`src/rtl/sar_adc_if.sv`:
```
// Core/comparator-facing signal bundle of the SAR ADC controller.
// The master side requests conversions and supplies the comparator bit.
interface sar_adc_if #(
  parameter int WIDTH = 10
);
  logic             start;
  logic             abort;
  logic             cmp_in;
  logic             sample;
  logic [WIDTH-1:0] dac_code;
  logic             busy;
  logic             done;
  logic [WIDTH-1:0] data;

  modport master (
    output start, abort, cmp_in,
    input  sample, dac_code, busy, done, data
  );

  modport slave (
    input  start, abort, cmp_in,
    output sample, dac_code, busy, done, data
  );
endinterface

```
`src/rtl/sar_adc_ctrl.sv`:
```
// Successive-approximation ADC controller: track/hold sample phase, then a
// MSB-first binary search of a trial DAC code driven by a single comparator bit.
module sar_adc_ctrl #(
  parameter int WIDTH         = 10,
  parameter int SAMPLE_CYCLES = 4,
  parameter int SETTLE_CYCLES = 1
) (
  input  logic     clk,
  input  logic     reset,
  sar_adc_if.slave bus
);

  localparam int               IDX_W       = $clog2(WIDTH);
  localparam logic [7:0]       SAMPLE_LAST = 8'(SAMPLE_CYCLES - 1);
  localparam logic [7:0]       SETTLE_LAST = 8'(SETTLE_CYCLES - 1);
  localparam logic [IDX_W-1:0] IDX_TOP     = IDX_W'(WIDTH - 1);
  localparam logic [IDX_W-1:0] IDX_ONE     = IDX_W'(1);
  localparam logic [WIDTH-1:0] CODE_MSB    = WIDTH'(1) << (WIDTH - 1);

  typedef enum logic [2:0] {IDLE, SAMPLE, SETTLE, COMPARE, DONE} state_t;

  state_t           state_q, state_n;
  logic [7:0]       cnt_q, cnt_n;
  logic [IDX_W-1:0] idx_q, idx_n;
  logic [WIDTH-1:0] code_q, code_n;
  logic [WIDTH-1:0] data_q, data_n;

  always_ff @(posedge clk) begin
    if (reset) begin
      state_q <= IDLE;
      cnt_q   <= '0;
      idx_q   <= '0;
      code_q  <= '0;
      data_q  <= '0;
    end else begin
      state_q <= state_n;
      cnt_q   <= cnt_n;
      idx_q   <= idx_n;
      code_q  <= code_n;
      data_q  <= data_n;
    end
  end

  always_comb begin
    state_n = state_q;
    cnt_n   = cnt_q;
    idx_n   = idx_q;
    code_n  = code_q;
    data_n  = data_q;
    case (state_q)
      IDLE: begin
        if (bus.start && !bus.abort) begin
          state_n = SAMPLE;
          cnt_n   = '0;
        end
      end
      SAMPLE: begin
        if (bus.abort) begin
          state_n = IDLE;
          cnt_n   = '0;
        end else if (cnt_q == SAMPLE_LAST) begin
          state_n = SETTLE;
          cnt_n   = '0;
          idx_n   = IDX_TOP;
          code_n  = CODE_MSB;
        end else begin
          cnt_n = cnt_q + 8'd1;
        end
      end
      SETTLE: begin
        if (bus.abort) begin
          state_n = IDLE;
          cnt_n   = '0;
        end else if (cnt_q == SETTLE_LAST) begin
          state_n = COMPARE;
          cnt_n   = '0;
        end else begin
          cnt_n = cnt_q + 8'd1;
        end
      end
      COMPARE: begin
        // Resolve the current bit, then either arm the next lower bit or finish.
        if (bus.abort) begin
          state_n = IDLE;
        end else begin
          if (!bus.cmp_in) code_n[idx_q] = 1'b0;
          if (idx_q != '0) begin
            code_n[idx_q - IDX_ONE] = 1'b1;
            idx_n                   = idx_q - IDX_ONE;
            state_n                 = SETTLE;
          end else begin
            data_n  = code_n;
            state_n = DONE;
          end
        end
      end
      DONE:    state_n = IDLE;
      default: state_n = IDLE;
    endcase
  end

  // Outputs are pure decodes of registered state, so no input reaches them combinationally.
  assign bus.sample   = (state_q == SAMPLE);
  assign bus.busy     = (state_q == SAMPLE) || (state_q == SETTLE) || (state_q == COMPARE);
  assign bus.done     = (state_q == DONE);
  assign bus.dac_code = ((state_q == SETTLE) || (state_q == COMPARE)) ? code_q : '0;
  assign bus.data     = data_q;

endmodule

```
`src/flat_wrapper.sv`:
```
// flat-port wrapper written by rule: the top's interface ports become plain ports
module sar_adc_ctrl_flat 
#(
  parameter int WIDTH         = 10,
  parameter int SAMPLE_CYCLES = 4,
  parameter int SETTLE_CYCLES = 1
)
  (clk, reset, bus_start, bus_abort, bus_cmp_in, bus_sample, bus_dac_code, bus_busy, bus_done, bus_data);
  sar_adc_if #(.WIDTH(WIDTH)) bus_i ();
  input  logic clk;
  input  logic reset;
  input wire logic [$bits(bus_i.start)-1:0] bus_start;
  input wire logic [$bits(bus_i.abort)-1:0] bus_abort;
  input wire logic [$bits(bus_i.cmp_in)-1:0] bus_cmp_in;
  output wire logic [$bits(bus_i.sample)-1:0] bus_sample;
  output wire logic [$bits(bus_i.dac_code)-1:0] bus_dac_code;
  output wire logic [$bits(bus_i.busy)-1:0] bus_busy;
  output wire logic [$bits(bus_i.done)-1:0] bus_done;
  output wire logic [$bits(bus_i.data)-1:0] bus_data;
  assign bus_i.start = bus_start;
  assign bus_i.abort = bus_abort;
  assign bus_i.cmp_in = bus_cmp_in;
  assign bus_sample = bus_i.sample;
  assign bus_dac_code = bus_i.dac_code;
  assign bus_busy = bus_i.busy;
  assign bus_done = bus_i.done;
  assign bus_data = bus_i.data;
  sar_adc_ctrl #(.WIDTH(WIDTH), .SAMPLE_CYCLES(SAMPLE_CYCLES), .SETTLE_CYCLES(SETTLE_CYCLES)) u_core (.clk(clk), .reset(reset), .bus(bus_i));
endmodule
```
`config.mk`:
```
export PLATFORM = sky130hd
export DESIGN_NAME = sar_adc_ctrl_flat
export DESIGN_NICKNAME = d
export VERILOG_FILES = /design/src/rtl/sar_adc_if.sv /design/src/rtl/sar_adc_ctrl.sv /design/src/flat_wrapper.sv
export SDC_FILE = /design/constraint.sdc
export NUM_CORES = 1
export LEC_CHECK = 0
export ABC_AREA = 1
export BUFFER_PORTS_ARGS = -buffer_cell sky130_fd_sc_hd__buf_4
export CAP_MARGIN = 20
export CORE_UTILIZATION = 51
export DETAILED_ROUTE_END_ITERATION = 7
export HOLD_SLACK_MARGIN = 0.03
export PLACE_DENSITY = 0.75
export REMOVE_ABC_BUFFERS = 1
export SLEW_MARGIN = 10
export SYNTH_ARGS = -nofsm -noshare
export SYNTH_HDL_FRONTEND = slang
export SYNTH_SLANG_ARGS = --single-unit
```
`constraint.sdc`:
```
create_clock -name clk -period 1.6 [get_ports clk]
set_clock_uncertainty 0.1 [all_clocks]
set_input_delay 0.24 -clock clk [delete_from_list [all_inputs] [get_ports clk]]
set_output_delay 0.24 -clock clk [all_outputs]
set_load 0.005 [all_outputs]
```
# Yosys cells after proc, flatten, opt, wreduce, memory -nomap -nowiden
# Index checks and enable logic that the tools add are counted.
# word_totals
ff_bits	35
output_inout_bits	23
word_cells	77
# classes
n_addsub	2
magnitude_cmp	4
n_eq_ne	12
muxes	32
n_bitwise	5
n_reduce_logical	17
# op_table
operator	n
10-bit 2-to-1 mux	8
8-bit 2-to-1 mux	5
8-bit case mux with 3 select lines	1
3-bit 2-to-1 mux	7
10-bit case mux with 2 select lines	1
4-bit 2-to-1 mux	4
3-bit case mux with 4 select lines	1
10-bit bitwise AND	1
4-bit by 5-bit < comparator with 1-bit output, second input constant	2
10-bit inverter	1
10-bit bitwise OR	1
8-bit by 1-bit adder with 8-bit output, second input constant	1
1-bit demux with 4-bit select	2
8-bit by 2-bit equality test with 1-bit output, second input constant	1
4-bit by 1-bit greater-or-equal comparator with 1-bit output, second input constant	2
8-bit zero test	1
4-bit case mux with 2 select lines	1
3-bit by 2-bit equality test with 1-bit output, second input constant	2
2-bit by 1-bit != test with 1-bit output, second input constant	3
3-bit by 2-bit != test with 1-bit output, second input constant	2
3-bit AND reduction	2
5-bit AND reduction	1
2-bit != test, second input constant	2
4-bit AND reduction	1
other kinds (13)	19

# Longest topological paths before layout
# Gate-level depths: netlist (run 1).
# depth
ltp_word	13
ltp_mapped	10

# Least setup slack after synthesis (run 1)
# Ideal clock, no wire load.
# synth_timing
path_kind	reg2reg
startpoint	reg u_core.idx_q[0]
endpoint	reg u_core.code_q[6]
setup_ns	0.132
arrival_ns	1.271
path_slack_ns	0.097
stages_incl_launch_ff	11
n_path_buf	0
cell_sequence	dfxtp_1 inv_1 ha_1 inv_1 nand2_1 nand2_1 inv_1 nand3_1 nand2_1 nand2_1 a21oi_1
# synth_between
elab_chain_cells	13
# synth_lines
element	line_no	text
start, declared	sar_adc_ctrl.sv:24	logic [IDX_W-1:0] idx_q, idx_n;
start signal, assigned	sar_adc_ctrl.sv:38	idx_q <= idx_n;
4-bit by 5-bit < comparator with 1-bit output (implied by the code) or 4-bit by 1-bit greater-or-equal comparator with 1-bit output (tied branches)	sar_adc_ctrl.sv:86	if (!bus.cmp_in) code_n[idx_q] = 1'b0;
1-bit logical AND (implied by the code)	sar_adc_ctrl.sv:86	
1-bit 2-to-1 mux (implied by the code)	sar_adc_ctrl.sv:86	
1-bit demux with 4-bit select	-	
10-bit inverter (no line)	-	
10-bit bitwise AND (no line)	-	
10-bit 2-to-1 mux	sar_adc_ctrl.sv:86	
10-bit 2-to-1 mux	sar_adc_ctrl.sv:83	if (bus.abort) begin
10-bit 2-to-1 mux	sar_adc_ctrl.sv:50	case (state_q)
10-bit bitwise OR (no line)	-	
10-bit 2-to-1 mux *	sar_adc_ctrl.sv:87	if (idx_q != '0) begin
10-bit 2-to-1 mux *	sar_adc_ctrl.sv:83	
10-bit case mux with 2 select lines *	sar_adc_ctrl.sv:50	
end signal, assigned	sar_adc_ctrl.sv:39	code_q <= code_n;
end, declared	sar_adc_ctrl.sv:25	logic [WIDTH-1:0] code_q, code_n;
# Mark *: on every way between the ends. The rest lies on a longest branch, timed or not. The select of a mux whose other input is x is not followed.
# A chain may end at the register's enable or synchronous reset.

# Final worst setup path (run 1)
# layout_timing
startpoint	reg u_core.state_q[1]
endpoint	out bus_dac_code[4]
# layout_between
elab_chain_cells	3
# layout_lines
element	line_no	text
start, declared	sar_adc_ctrl.sv:22	state_t state_q, state_n;
start signal, assigned	sar_adc_ctrl.sv:36	state_q <= state_n;
3-bit by 2-bit equality test with 1-bit output	sar_adc_ctrl.sv:106	assign bus.dac_code = ((state_q == SETTLE) || (state_q == COMPARE)) ? code_q : '0;
1-bit logical OR *	sar_adc_ctrl.sv:106	
10-bit 2-to-1 mux *	sar_adc_ctrl.sv:106	
end, declared	flat_wrapper.sv:16	output wire logic [$bits(bus_i.dac_code)-1:0] bus_dac_code;
# Mark *: on every way between the ends. The rest lies on a longest branch, timed or not.

==> results of run 1 <==
state kept, by name, indices dropped and copies added (netlist names):
register,count
u_core.bus.data,10
u_core.code_q,10
u_core.cnt_q,8
u_core.idx_q,4
u_core.state_q,3
cell usage after synthesis, drive strengths merged:
cell type	number	area, um2
a211oi	3	37.5
a21boi	2	15.0
a21oi	24	120
a31oi	2	12.5
buf	7	48.8
clkbuf	2	7.51
clkinv	1	3.75
dfxtp	35	701
ha	7	87.6
inv	43	164
nand2	83	349
nand3	25	130
nand4	2	12.5
nor2	50	223
nor3	2	10.0
nor3b	2	15.0
nor4	1	6.26
o21a	1	7.51
o21ai	22	110
xor2	1	8.76
worst reg2reg max path, delay by kind of cell, from the launching register on:
kind,cells,cell delay (ns)
flip-flops,1,0.37
AO/OA/AOI/OAI,2,0.36
buffers and inverters,2,0.27
adder cells (fa/ha/maj),1,0.23
AND/OR/NAND/NOR,1,0.08
cell families after synthesis:
family	after synthesis	synth area share
xor+xnor	1	0.00423
simple gates	165	0.360
buf+inv	53	0.108
flops	35	0.339
fa+ha+maj	7	0.0423
compound gates	54	0.146
layout make-up:
class / count / area [um2] / area share
flip-flops and latches: 35 / 713 / 0.275
inverters: 44 / 174 / 0.0671
clock buffers: 5 / 68.8 / 0.0266
well taps: 48 / 60.1 / 0.0232
multi-input cells: 227 / 1200 / 0.463
repair buffers: 44 / 355 / 0.137
clock inverters: 3 / 20.0 / 0.00773
per-layer routing:
layer	GRT usage	up-vias	routed length, um
met1	0.374	928	2640
met5	0	-	0
li1	-	1084	-
met3	0.0747	7	355
met4	0.0815	0	66
met2	0.404	70	2280
metrics by stage:
step	setup slack (ns)	power, mW	TNS (ns)
after floorplan	0.0695	1.69	0
after global placement	-0.0548	2.01	-0.0548
after detailed placement	-0.0851	2.02	-0.104
after CTS	0.0166	2.69	0
after global routing	-0.0160	2.90	-0.0620
final	0.0318	2.73	0
repair_timing:
item	4_1_cts	5_1_grt
buffers inserted	0	1
gates resized for setup	8	21
pin swaps	0	1
hold endpoints to repair	0	0
setup endpoints to repair	19	32
how the worst min path moves through the flow:
stage	end	slack [ns]	depth (start not counted)
floorplan	u_core.cnt_q[4]	0.21	1
global placement	u_core.cnt_q[7]	0.37	2
detailed placement	u_core.cnt_q[7]	0.37	2
CTS	u_core.idx_q[0]	0.16	3
global route	u_core.idx_q[0]	0.19	3
finish	u_core.idx_q[0]	0.17	3
where the power goes:
| group | leakage [nW] | internal, mW | switching, mW | total (mW) |
|---|---|---|---|---|
| Combinational | 0.777 | 0.391 | 0.672 | 1.06 |
| Sequential | 0.286 | 0.945 | 0.0731 | 1.02 |
| Clock | 0.0402 | 0.303 | 0.350 | 0.653 |
==> run metrics, run 1 <==
outcome finished clean; CP arrival approximately 1.2 ns; post-layout util 0.687; fill cell count 340; routed via count 2089; syn avg cell area ~6.6 um2; routed vias/inst around 5.1; Highest Clock Rate 638 MHz; CTS Buf Count 5; worst-margin pin slew about 0.49 ns; first-pass GRT wire length between 8000 and 9000 um; CP endpoint kind output pin; GPL Wtd Cong just over 1; Startpoint Class register; final wirelength 5340 um; Worst-path clk slew 0.08 ns; Layout area overhead 25.2%; initial core utilization 0.549; antenna violations before repair 0; cts hold-fix bufs 0; Ports 28; worst hold-check path type primary input to register; Mapped Area 2070 um2; worst reg2reg path depth 6; final non-filler cell total 406; CP cell instances inv_4 -> nor2_4 -> inv_2 -> buf_12 -> nor2_1 -> buf_4; commonest non-fill, non-tap cell in the layout nand2_1; Clock Latency Late Sink 0.29 ns; WP data required 1.26 ns; ANT nets after route 0; max_cap viols 0; Slew Viols, Final 0; Seq/Total Area, Yosys 0.339; CP Launch Point u_core.state_q[1]; CP Class register to output pin; detailed-router iteration count before antenna repair 4; Critical-path top delay cell dfxtp_4; CTS Buffer Depth 2; Critical Path Max Stage Delay between 0.3 and 0.4 ns; RR Endpoint u_core.bus.data[6]; final hold slack 0.168 ns; critical path buffer and inverter count 4; Die W 65.7 um; # H-tree levels 2; leakage power 1.10 nW; CP max FO 9; Die H 65.7 um; R2R Setup Slk roughly 0.08 ns; number of global-route vias before repair approximately 1800; Final Critical Period 1.57 ns; CP top delay family flip-flops; n_diodes 0; pwr dens roughly 1100 nW/um2; post-route cell area 2590 um2; Max transition margin 0.672; most frequent cells in the layout nand2_1 (71), buf_4 (42), nor2_1 (39); layout cells sized above 1 0.268; grt ovf 0; Routed WL per cell 13.2 um; GRT Overall Usage 0.271; Core Rows 22; Sink Count 35; post-synthesis cell count between 300 and 400; Synth Register Bits 35; drt initial violations 94; RSZ-0062 raised after global routing true; # port buffers 27; part of the cycle the worst path needs 0.980; CTS tree built; fin nets 369; largest net degree at the start of global routing 20; Levels on crit path 6; Synth Warn # 0; Final setup violation count 0; placed cells approximately 400; Residual DRC 0; Netlist cell types 30; Die ar. around 4300 um2; hold path start bus_abort; placed inst area 2420 um2; Core Area 3770 um2; Final Hold Fails 0; Peak VDD IR about 0.84 mV; Root Buffer clkbuf_8; FF-to-FF Start u_core.idx_q[0]; hpwl dp 3920 um; worst setup path end bus_dac_code[4]
Note: power is estimated with default switching activity, not from simulation.
==> run 2, diff against run 1 <==
RECOVER_POWER = 25   (was unset)
==> run metrics, run 2 (synthesized netlist as in run 1, its figures left out) <==
outcome finished clean; CP endpoint kind output pin; # H-tree levels 2 (unchanged); WP data required 1.26 ns (about the same); pwr dens 1060 nW/um2 (about the same); GPL Wtd Cong 1.01 (unchanged); CP max FO 9 (unchanged); CTS tree built; most frequent cells in the layout nand2_1 (71), nor2_1 (39), inv_1 (34); Die H 65.7 um (unchanged); n_diodes 0 (unchanged); # port buffers 27 (unchanged); fin nets 369 (unchanged); Final Critical Period 1.57 ns (+0.00151 ns); Critical Path Max Stage Delay 0.38 ns (about the same); Worst-path clk slew 0.08 ns (about the same); CTS Buf Count 5 (unchanged); placed cells 397 (unchanged); Layout area overhead 25.2% (unchanged); number of global-route vias before repair 1803 (unchanged); Clock Latency Late Sink 0.29 ns (about the same); Slew Viols, Final 0 (unchanged); ANT nets after route 0 (unchanged); internal power 1.64 mW (about the same); final non-filler cell total 406 (unchanged); Final setup violation count 0 (unchanged); final wirelength 5340 um (-0.13%); worst hold-check path type primary input to register; routed via count 2087 (-0.096%); CP arrival 1.23 ns (about the same); Die W 65.7 um (unchanged); Clk pwr share 0.239 (about the same); Sw Share 0.401 (about the same); cts hold-fix bufs 0 (unchanged); power share of the combinational group 0.389 (about the same); grt ovf 0 (unchanged); part of the cycle the worst path needs 0.981 (about the same); detailed-router iteration count before antenna repair 4 (unchanged); leakage power 1.10 nW (-0.52%); Reg area 713 um2 (unchanged); Sink Count 35 (unchanged); CTS Buffer Depth 2 (unchanged); max_cap viols 0 (unchanged); Multi-input gate area 1200 um2 (unchanged); P_sw 1.10 mW (about the same); layout cells sized above 1 0.268 (unchanged); Highest Clock Rate 637 MHz (about the same); Die ar. 4320 um2 (unchanged); drt initial violations 86 (-8.5%); Startpoint Class register; initial core utilization 0.549 (unchanged); Final Hold Fails 0 (unchanged); first-pass GRT wire length 8690 um (unchanged); Seq pwr share 0.372 (about the same); Routed WL per cell 13.1 um (-0.13%); Critical-path top delay cell dfxtp_4; commonest non-fill, non-tap cell in the layout nand2_1; Ports 28 (unchanged); Max transition margin 0.673 (about the same); Root Buffer clkbuf_8; RSZ-0062 raised after global routing true; antenna violations before repair 0 (unchanged); worst-margin pin slew 0.491 ns (-0.000373 ns); Core Area 3770 um2 (unchanged); hpwl dp 3920 um (unchanged); routed vias/inst 5.14 (about the same); Peak VDD IR 0.842 mV (about the same); CP Class register to output pin; Core Rows 22 (unchanged); Residual DRC 0 (unchanged); final hold slack 0.168 ns (+0.000866 ns); fill cell count 340 (unchanged); CP cell instances inv_4 -> nor2_4 -> inv_2 -> buf_12 -> nor2_1 -> buf_4; largest net degree at the start of global routing 20 (unchanged); GRT Overall Usage 0.271 (unchanged)
run 2: worst max-delay path, delay by kind of cell (launching register included):
kind / cells / cell delay [ns]
buffers and inverters: 4 / 0.37
AND/OR/NAND/NOR: 2 / 0.17
flip-flops: 1 / 0.38
run 2: stage by stage:
step	TNS, ns	worst slack [ns]	cell area [um2]	power (mW)	util
final	0	0.0303	2590	2.73	0.687
after global routing	-0.0620	-0.0160	2590	2.90	0.687
after CTS	0	0.0166	2520	2.69	0.669
after detailed placement	-0.104	-0.0851	2420	2.02	0.642
after global placement	-0.0548	-0.0548	2420	2.01	0.642
after floorplan	0	0.0695	2010	1.69	-
run 2: area by class of cell:
| type | instances | area share |
|---|---|---|
| timing repair buffer | 44 | 0.137 |
| sequential | 35 | 0.275 |
| tap | 48 | 0.0232 |
| inverter | 44 | 0.0671 |
| multi-input combinational | 227 | 0.463 |
| clock inverter | 3 | 0.00773 |
| clock buffer | 5 | 0.0266 |
run 2: timing repair:
item / in CTS / in global routing
setup buffers: 0 / 1
pin swaps: 0 / 1
endpoints found under the setup margin: 19 / 32
gates resized for setup: 8 / 21
run 2: metal layers:
layer,routed length [um],global-route usage
met2,2280,0.404
met3,351,0.0747
met5,0,0
met1,2640,0.374
met4,66,0.0815
run 2: path summary, 6_finish.rpt:
path	startpoint	end	slack, ns	cells past startpoint
worst max-delay path	u_core.state_q[1]	bus_dac_code[4]	0.03	6
worst min-delay path	bus_abort	u_core.idx_q[0]	0.17	3
worst max register to register	u_core.idx_q[0]	u_core.bus.data[6]	0.08	6
worst min register to register	u_core.cnt_q[6]	u_core.cnt_q[6]	0.39	2
run 2: power groups by stage:
stage | sequential (mW) | combinational, mW | clock [mW]
final | 1.02 | 1.06 | 0.653
after global routing | 1.03 | 1.16 | 0.715
after CTS | 1.01 | 1.00 | 0.675
after detailed placement | 1.03 | 0.990 | 0
after global placement | 1.02 | 0.991 | 0
after floorplan | 1.02 | 0.672 | 0
==> run 3, diff against run 2 <==
CORE_UTILIZATION = 61   (was 51)
PLACE_DENSITY = 0.84   (was 0.75)
clock period = 2 ns   (was 1.6 ns; I/O delays follow)
==> run metrics, run 3 (synthesized netlist as in run 1, its figures left out) <==
routed vias/inst 5.30 (+3.1%); CP Class register to output pin; number of global-route vias before repair 1756 (-2.6%); antenna violations before repair 0 (unchanged); Die ar. 3630 um2 (-16%); placed inst area 2280 um2 (-5.9%); leakage power 1.00 nW (-8.6%); Sink Count 35 (unchanged); Die W 60.2 um (-8.3%); final wirelength 4670 um (-12%); most frequent cells in the layout nand2_1 (74), nor2_1 (42), inv_1 (39); Max transition margin 0.711 (+0.0379); max_cap viols 0 (unchanged); Final Critical Period 1.85 ns; GPL Wtd Cong 0.987 (-2.4%); GRT Overall Usage 0.287 (+0.0161); outcome finished clean; RSZ-0062 raised after global routing false; Final Total Pwr 1.93 mW (-29%); Highest Clock Rate about 540 MHz; Routed WL per cell 12.1 um (-7.7%); Startpoint Class register; Peak VDD IR 0.847 mV (+0.59%); post-layout util 0.745 (+0.0580); Final setup violation count 0 (unchanged); CTS tree built; Die H 60.2 um (-8.3%); Ports 28 (unchanged); pwr dens 828 nW/um2 (-21%); Layout area overhead 12.6%; worst-margin pin slew 0.430 ns (-0.0608 ns); Clock Latency Late Sink 0.35 ns (+0.06 ns); Critical Path Max Stage Delay 0.42 ns (+0.04 ns); Core Rows 20 (-9.1%); ANT nets after route 0 (unchanged); Final Hold Fails 0 (unchanged); fin nets 353 (-4.3%); WP data required 1.60 ns (+0.34 ns); Worst-path clk slew 0.10 ns (+0.02 ns); detailed-router iteration count before antenna repair 4 (unchanged); final hold slack 0.158 ns (-0.0108 ns); CP cell instances inv_2 -> nor2_2 -> inv_1 -> nor2_1 -> buf_4; CP arrival 1.45 ns (+0.22 ns); initial core utilization 0.662 (+0.113); CTS Buf Count 5 (unchanged); Slew Viols, Final 0 (unchanged); setup_tns 0 ns (unchanged); Core Area 3130 um2 (-17%); Residual DRC 0 (unchanged); CP top delay family flip-flops; post-CTS sizing 0 (-8); routed via count 2041 (-2.2%); largest net degree at the start of global routing 21 (+5.0%); commonest non-fill, non-tap cell in the layout nand2_1; # port buffers 27 (unchanged); grt ovf 0 (unchanged); fill cell count 265 (-22%); n_diodes 0 (unchanged); hpwl dp 3530 um (-10%); Critical-path top delay cell dfxtp_1; Post CTS Setup Buffer Count 0 (unchanged); part of the cycle the worst path needs 0.926; cts hold-fix bufs 0 (unchanged); CP max FO 12 (+3); first-pass GRT wire length 7670 um (-12%); drt initial violations 121 (+41%); CP endpoint kind output pin; Root Buffer clkbuf_4; critical path buffer and inverter count 3 (-1); # H-tree levels 2 (unchanged); worst hold-check path type primary input to register; post-route cell area 2330 um2 (-10%); layout cells sized above 1 0.173 (-0.0951); CTS Buffer Depth 2 (unchanged)
## run 3: cell types whose count changed in the layout (fill, tap and decap cells not counted), sizes merged
cell / previous run / this run
clkinvlp: 3 / 0
clkbuf: 15 / 16
buf: 34 / 18
clkinv: 1 / 2
## run 3: final timing paths
kind / slack, ns / from / depth (start not counted) / endpoint
setup reg to reg: 0.26 / u_core.idx_q[0] / 7 / u_core.bus.data[9]
hold reg to reg: 0.40 / u_core.cnt_q[6] / 2 / u_core.cnt_q[6]
hold / removal: 0.16 / bus_abort / 3 / u_core.idx_q[0]
setup / recovery: 0.15 / u_core.state_q[1] / 5 / bus_dac_code[9]
## run 3: metrics by stage
stage               setup WS (ns)  std cells
global route               0.0345        385
finish                      0.149        385
CTS                         0.121        385
floorplan                   0.469        306
global placement            0.347        378
detailed placement          0.279        378
## run 3: layout make-up
class,count,area (um2),area share
Multi-Input combinational cell,227,1140,0.489
Sequential cell,35,701,0.301
Timing Repair Buffer,28,210,0.0902
Inverter,44,168,0.0720
Tap cell,44,55.1,0.0236
Clock buffer,6,51.3,0.0220
Clock inverter,1,5.00,0.00215
## run 3: worst reg2reg max path: cells and delay by family, from the launching register on
kind | cells | cell delay, ns
adder cells (fa/ha/maj) | 1 | 0.27
buffers and inverters | 2 | 0.23
flip-flops | 1 | 0.35
AND/OR/NAND/NOR | 4 | 0.69
## run 3: power by group
group / internal (mW) / total (mW) / switching [mW]
clock: 0.163 / 0.403 / 0.240
combinational: 0.237 / 0.722 / 0.485
sequential: 0.751 / 0.805 / 0.0538
total: 1.15 / 1.93 / 0.779
## run 3: layer usage
layer  wire [um]  part of all wire  global-route usage
met4          79             0.017               0.103
met5           0                 0                   0
met3         371             0.079              0.0823
met2        1960              0.42               0.429
met1        2260              0.48               0.390
